[src/rtl/reg_file_pkg.sv]
// Shared register-file constants and types; also used by decode and the ALU.
package reg_file_pkg;

  localparam int unsigned ADDR_WIDTH     = 5;
  localparam int unsigned REG_FILE_WIDTH = 32;
  localparam int unsigned REG_FILE_NREG  = 2 ** ADDR_WIDTH;

  typedef logic [ADDR_WIDTH-1:0]     addr_t;
  typedef logic [REG_FILE_WIDTH-1:0] data_t;
  typedef data_t [REG_FILE_NREG-1:0] reg_array_t;

  // Write-port request as seen by storage and by the forwarding path
  typedef struct packed {
    logic  en;
    addr_t addr;
    data_t data;
  } wr_req_t;

endpackage

[src/rtl/reg_file_if.sv]
// Register-file bus: two read ports (A, B) and one write port (D).
interface reg_file_if;
  import reg_file_pkg::*;

  logic  wrt_en;
  addr_t addrA;
  addr_t addrB;
  addr_t addrD;
  data_t d;
  data_t data_a;
  data_t data_b;

  // Decode/writeback side
  modport master (
    output wrt_en, addrA, addrB, addrD, d,
    input  data_a, data_b
  );

  // Register file side
  modport slave (
    input  wrt_en, addrA, addrB, addrD, d,
    output data_a, data_b
  );
endinterface

[src/rtl/reg_file_read_port.sv]
// One combinational read port: address select, r0 forced to zero and,
// when REG_FILE_BYPASS_EN is defined, write-through forwarding from port D.
module reg_file_read_port
  import reg_file_pkg::*;
(
  input  reg_array_t regs,
`ifdef REG_FILE_BYPASS_EN
  input  wr_req_t    wr,
`endif
  input  addr_t      addr,
  output data_t      data
);

  // Select the addressed register; r0 has no storage and reads zero
  always_comb begin
    data = '0;
    if (addr != '0) begin
      data = regs[addr];
    end
`ifdef REG_FILE_BYPASS_EN
    if (wr.en && (wr.addr != '0) && (wr.addr == addr)) begin
      data = wr.data;
    end
`endif
  end

endmodule

[src/rtl/reg_file.sv]
// 32 x 32 general-purpose register file, r0 hardwired to zero.
// Optional write-through forwarding to both read ports: REG_FILE_BYPASS_EN.
module reg_file
  import reg_file_pkg::*;
(
  input logic       clk,
  input logic       rst,
  reg_file_if.slave bus
);

  reg_array_t regs;
  wr_req_t    wr;

  assign wr = '{en: bus.wrt_en, addr: bus.addrD, data: bus.d};

  // Storage update: reset wins over a write; writes to r0 are dropped
  always_ff @(posedge clk) begin
    if (rst) begin
      regs <= '0;
    end else if (wr.en && (wr.addr != '0)) begin
      regs[wr.addr] <= wr.data;
    end
  end

  reg_file_read_port u_port_a (
    .regs (regs),
`ifdef REG_FILE_BYPASS_EN
    .wr   (wr),
`endif
    .addr (bus.addrA),
    .data (bus.data_a)
  );

  reg_file_read_port u_port_b (
    .regs (regs),
`ifdef REG_FILE_BYPASS_EN
    .wr   (wr),
`endif
    .addr (bus.addrB),
    .data (bus.data_b)
  );

endmodule

[src/flat_wrapper.sv]
// flat-port wrapper written by rule: the top's interface ports become plain ports
module reg_file_flat import reg_file_pkg::*;
  (clk, rst, bus_wrt_en, bus_addrA, bus_addrB, bus_addrD, bus_d, bus_data_a, bus_data_b);
  reg_file_if bus_i ();
  input logic clk;
  input logic rst;
  input wire logic [$bits(bus_i.wrt_en)-1:0] bus_wrt_en;
  input wire logic [$bits(bus_i.addrA)-1:0] bus_addrA;
  input wire logic [$bits(bus_i.addrB)-1:0] bus_addrB;
  input wire logic [$bits(bus_i.addrD)-1:0] bus_addrD;
  input wire logic [$bits(bus_i.d)-1:0] bus_d;
  output wire logic [$bits(bus_i.data_a)-1:0] bus_data_a;
  output wire logic [$bits(bus_i.data_b)-1:0] bus_data_b;
  assign bus_i.wrt_en = bus_wrt_en;
  assign bus_i.addrA = bus_addrA;
  assign bus_i.addrB = bus_addrB;
  assign bus_i.addrD = bus_addrD;
  assign bus_i.d = bus_d;
  assign bus_data_a = bus_i.data_a;
  assign bus_data_b = bus_i.data_b;
  reg_file u_core (.clk(clk), .rst(rst), .bus(bus_i));
endmodule
[config.mk]
export PLATFORM = sky130hd
export DESIGN_NAME = reg_file_flat
export DESIGN_NICKNAME = d
export VERILOG_FILES = /design/src/rtl/reg_file_pkg.sv /design/src/rtl/reg_file_if.sv /design/src/rtl/reg_file_read_port.sv /design/src/rtl/reg_file.sv /design/src/flat_wrapper.sv
export SDC_FILE = /design/constraint.sdc
export NUM_CORES = 2
export LEC_CHECK = 0
export ABC_CLOCK_PERIOD_IN_PS = 4500
export BUFFER_PORTS_ARGS = -buffer_cell sky130_fd_sc_hd__buf_2
export CAP_MARGIN = 20
export CORE_UTILIZATION = 30
export DETAILED_ROUTE_END_ITERATION = 8
export GPL_TIMING_DRIVEN = 0
export SETUP_SLACK_MARGIN = 0.4
export SLEW_MARGIN = 25
export SYNTH_ARGS = -nofsm -noshare
export SYNTH_HDL_FRONTEND = slang
export SYNTH_SLANG_ARGS = --single-unit
export TNS_END_PERCENT = 10
[constraint.sdc]
create_clock -name clk -period 4.5 [get_ports clk]
set_clock_uncertainty 0.2 [all_clocks]
set_input_delay 1.125 -clock clk [delete_from_list [all_inputs] [get_ports clk]]
set_output_delay 1.125 -clock clk [all_outputs]
set_load 0.03 [all_outputs]
==> After elaboration in Yosys (flattened, before gate mapping) <==
Index checks and enable logic that the tools add are counted.
{ "totals": {"register_bits": 1024, "inputBits": 50, "output_inout_bits": 64, "elab_cells": 50} }
{ "classes": {"order_cmp": 4, "muxes": 9, "n_reduce_logical": 5} }
{ "ops": {"columns": ["cell", "n"], "rows": [
  ["bitwise mux 1024 bit", 1],
  ["binary-select mux 32 bit (select 5 bit)", 2],
  ["demux 32 bit (select 5 bit)", 1],
  ["2-to-1 mux 32 bit", 5],
  ["less-than comparator 5 x 6 -> 1 bit, second input constant", 3],
  ["nonzero test 5 bit", 3],
  [">= comparator 5 x 1 -> 1 bit, second input constant", 1],
  ["logical AND 1 bit", 2]
]} }

==> Longest topological paths before layout <==
{ "logic_depth": {"word_depth": 5, "ltp_mapped": 7, "ltp_nobuf": 4} }

==> Cells and area by module <==
A second synthesis with hierarchy kept.
{ "hier_totals": {"hier_cells": 4760, "hier_area_um2": 55751.0} }
{ "by_module_without_submodules": {"columns": ["module", "n_inst", "cells_each", "area_each_um2", "seq_area_each_um2"], "rows": [
  ["reg_file", 1, 3432, 39014.9, 20499.7],
  ["reg_file_read_port", 2, 664, 8368.0, 0.0]
]} }

==> Worst setup path after synthesis <==
No wires, ideal clock.
{ "synth_timing": {"kind": "input-to-output", "startpoint": "input bus_addrA[0]", "endpoint": "output bus_data_a[10]", "arrival_time_ns": 2.953, "required_ns": 3.175, "setup_slack_ns": 0.222, "cell_stages": 7, "path_buffers": 3, "cell_sequence": "buf_4 > buf_6 > and2b_4 > buf_6 > a221oi_1 > o21ai_0 > a311oi_1"} }
{ "synth_via": {"elab_chain_cells": 3, "elab_cells_between_ends": 4, "cone_classes": "mux: 3; reduce/logical: 1"} }
{ "synth_lines": {"columns": ["item", "line_no", "text"], "rows": [
  ["start: declaration", "flat_wrapper.sv:8", "input wire logic [$bits(bus_i.addrA)-1:0] bus_addrA;"],
  ["binary-select mux 32 bit (select 5 bit)", "reg_file_read_port.sv:18", "data = regs[addr];"],
  ["2-to-1 mux 32 bit (implied by the code)", "reg_file_read_port.sv:18", null],
  ["2-to-1 mux 32 bit (*)", "reg_file_read_port.sv:17", "if (addr != '0) begin"],
  ["end: declaration", "flat_wrapper.sv:12", "output wire logic [$bits(bus_i.data_a)-1:0] bus_data_a;"]
]} }
Mark *: on every way between the ends. The rest lies on a longest branch, timed or not. The select of a mux whose other input is x is not followed.

==> Final worst setup path <==
{ "layout_timing": {"startpoint": "input bus_addrB[0]", "endpoint": "output bus_data_b[17]"} }
{ "layout_via": {"elab_chain_cells": 3, "elab_cells_between_ends": 4, "cone_classes": "mux: 3; reduce/logical: 1"} }
{ "layout_lines": {"columns": ["item", "line_no", "text"], "rows": [
  ["start: declaration", "flat_wrapper.sv:9", "input wire logic [$bits(bus_i.addrB)-1:0] bus_addrB;"],
  ["binary-select mux 32 bit (select 5 bit)", "reg_file_read_port.sv:18", null],
  ["2-to-1 mux 32 bit (implied by the code)", "reg_file_read_port.sv:18", null],
  ["2-to-1 mux 32 bit (*)", "reg_file_read_port.sv:17", null],
  ["end: declaration", "flat_wrapper.sv:13", "output wire logic [$bits(bus_i.data_b)-1:0] bus_data_b;"]
]} }
Marked as above.

==> results by group <==
Placement
  – Pre-CTS WS: -1.62 ns
  – Port bufs: 104
  – HPWL after DPL: 186000 um
  – RePlAce Congestion: 1.04

STA
  – Tmin final: 4.48 ns
  – Hold Vio Cnt, Final: 0
  – Final Cycle Share: 99.5%
  – RSZ-0062 raised after global routing: yes
  – Final setup violation count: 0
  – Slew HR: 19.3%
  – Fmax: 0.223 GHz
  – Setup WS post-layout: 0.0242 ns
  – Pin slew with the least headroom to its limit: 1.21 ns
  – Final Slew Violations: 0

Critical path
  – Crit Reg-Reg Startpoint: u_core.regs[293]$_SDFFE_PP0P_
  – Crit-path slowest cell: a311oi_4
  – Most numerous cell on the critical path: buf_16
  – R2r endpoint: u_core.regs[293]$_SDFFE_PP0P_
  – Worst reg-to-reg path cell count: 2
  – Crit path launch type: input port
  – Crit path max fanout: 10
  – Setup CP Type: in2out
  – Worst setup EP type: output pin
  – Buffers & Inverters on Critical Path: 6
  – Worst path top cell family by delay: buffers and inverters
  – Reg2Reg Setup Slack: 3.56 ns
  – Worst Path Arrival: 3.15 ns
  – CP max stage delay: 0.67 ns
  – Worst path required time: 3.17 ns
  – CP cell instances: buf_16 -> inv_2 -> buf_8 -> buf_16 -> buf_12 -> o2111ai_4 -> a311oi_4 -> buf_6

Global routing
  – Grt ovf: 0
  – GRT Overall Usage: 27.1%
  – Vias in the first global route: 47000
  – Largest net degree at the start of global routing: 16
  – Initial antenna violation count: 16
  – Wire length of the first global-routing pass: 341000 um

CTS
  – CTS tree: yes
  – Clock Latency Late Sink: 0.78 ns
  – CTS root buf: clkbuf_16
  – Sinks on Clock Net: 1024
  – CTS HTree Levels: 3
  – Total CTS buffers: 113
  – Deepest clock path buffer count: 3
  – Worst-path clk slew: 0.07 ns

Hold path
  – Hold path depth: 2
  – HP Class: reg2reg
  – WHS Endpoint: u_core.regs[190]$_SDFFE_PP0P_
  – Hold Startpoint: u_core.regs[190]$_SDFFE_PP0P_

Floorplan
  – Die W: 418 um
  – Rows: 152
  – Die Area: 175000 um^2
  – Die Height: 418 um
  – Initial core utilization: 30.2%
  – I/O pin count: 114
  – Core area: 172000 um^2

Logic synthesis
  – Syn Nets: 5900
  – Synth Flop Type: dfxtp_1
  – Synth cell types: 39
  – Mapped Area: 51900 um^2
  – Mean Syn Cell Area: 8.87 um^2
  – Asr flop ratio synth: 0%
  – Yosys warns: 0
  – Register area share after synthesis: 39.5%
  – EDFF count, synth: 0
  – Flops & latches, synth: 1024
  – Synthesized instance count: 5850

Job
  – Max-cap violations: 0

Final layout
  – Max reg flops: 1024
  – Final Core Density: 37.2%
  – Reg with most FFs: u_core.regs
  – Commonest non-fill, non-tap cell in the layout: nand2_1
  – Biggest regs: u_core.regs (1024)
  – Area Growth Syn to Fin: 23.2%
  – # nets final: 6186
  – Most frequent cells in the layout: nand2_1 (2047), dfxtp_1 (1024), a21oi_1 (992)
  – Layout cells sized above 1: 22.9%
  – Filler instances: 17200

Route
  – DRT antenna net count: 0
  – Routed vias: 48900
  – Wirelength per Cell: 28.6 um
  – DR iter-0 viols: 6296
  – Drt first pass iters: 6
  – Routed WL: 244000 um
  – Vias per inst: 5.73
  – DRC: 0

Power and ir drop
  – Static leakage: 20.6 nW
  – Power Density: 342 nW/um^2
  – VDD IR max: 0.320 mV

Outcome
  – Status: finished clean
==> report_power, final <==
group	total (W)	internal, W	leakage, nW	switching, W
Combinational	0.00267	0.000854	10.4	0.00181
Sequential	0.00918	0.00913	8.25	0.0000526
Clock	0.0100	0.00586	1.91	0.00416
Total	0.0219	0.0158	20.6	0.00603
==> timing repair <==
action,CTS,global route
hold buffers,0,0
setup endpoints to repair,64,64
pin swaps,92,14
gates cloned,10,2
gates resized for setup,768,43
buffers inserted,44,8
==> logic make-up (layout without fill, tap and decap cells) <==
kind of cell    after synthesis  after routing  synth area share (%)
flops                      1024           1024                  39.5
simple gates               2215           2215                  16.9
mux                         640            640                  23.3
other cells                   0              5                     0
buf+inv                     611            986                  5.67
compound gates             1360           1360                  14.7
==> synthesized netlist by cell type, types with 2 or more instances <==
cell | instances | area share, %
a211oi_1 | 64 | 0.93
a21oi_1 | 992 | 9.6
a221oi_1 | 48 | 0.81
a22oi_1 | 64 | 0.93
a311oi_1 | 64 | 1.1
and2_1 | 5 | 0.060
and3_1 | 2 | 0.024
and3b_1 | 5 | 0.084
buf_1 | 6 | 0.043
buf_2 | 148 | 1.4
buf_4 | 47 | 0.68
buf_6 | 34 | 0.74
clkbuf_1 | 371 | 2.7
dfxtp_1 | 1024 | 39
inv_2 | 2 | 0.014
mux2_2 | 64 | 1.4
mux2i_1 | 128 | 2.5
mux4_2 | 448 | 19
nand2_1 | 2047 | 15
nand2b_1 | 2 | 0.024
nand3_1 | 2 | 0.019
nand3b_1 | 5 | 0.072
nor2_1 | 17 | 0.12
nor2_2 | 11 | 0.13
nor2_4 | 6 | 0.13
nor2b_1 | 99 | 1.2
nor3b_1 | 4 | 0.058
o2111ai_1 | 16 | 0.27
o21ai_0 | 11 | 0.11
o21ai_1 | 101 | 0.97
or2_1 | 2 | 0.024
or3b_2 | 3 | 0.051
or4_4 | 2 | 0.043
==> worst max-delay path by stage <==
stage	from	depth (start not counted)	slack, ns	endpoint
detailed placement	bus_addrA[0]	8	-1.62	bus_data_a[20]
global placement	bus_addrB[3]	6	-2.06	bus_data_b[31]
floorplan	bus_addrA[0]	7	0.24	bus_data_a[19]
CTS	bus_addrA[0]	8	0.16	bus_data_a[29]
finish	bus_addrB[0]	8	0.02	bus_data_b[17]
global route	bus_addrA[0]	10	0.09	bus_data_a[30]
==> final cells by class <==
class,count,area [um^2],share of cell area (%)
Clock inverter,37,578,0.904
Multi-Input combinational cell,4215,30700,48.0
Buffer,609,4280,6.70
Clock buffer,167,3340,5.23
Inverter,2,7.51,0.0117
Tap cell,2310,2890,4.52
Timing Repair Buffer,171,1670,2.61
Sequential cell,1024,20500,32.1
Antenna cell,5,12.5,0.0196
==> tightest hold or removal path, cell delays in order (launching register included) <==
cell	delay, ns
dfxtp_1	0.32
nand2_1	0.05
a21oi_1	0.05
==> through the flow <==
| step | total power, W | cells | hold slack, ns | TNS, ns | area, um^2 |
|---|---|---|---|---|---|
| after floorplan | 0.0105 | 5850 | 0.243 | 0 | 51900 |
| after global placement | 0.0115 | 8264 | 0.248 | -76.18 | 55400 |
| after detailed placement | 0.0115 | 8267 | 0.255 | -71.24 | 55400 |
| after CTS | 0.0217 | 8525 | 0.264 | 0 | 63600 |
| after global routing | 0.0222 | 8539 | 0.283 | 0 | 64000 |
| final | 0.0219 | 8540 | 0.267 | 0 | 64000 |
==> routing by layer <==
layer | vias up | wire [um] | GRT usage (%)
li1 | 21100 | - | -
met1 | 24000 | 87000 | 31.8
met2 | 3047 | 108000 | 42.1
met3 | 826 | 26400 | 7.02
met4 | 0 | 22300 | 21.7
met5 | - | 0 | 0
No activity file was read; power rests on OpenSTA's default activity.
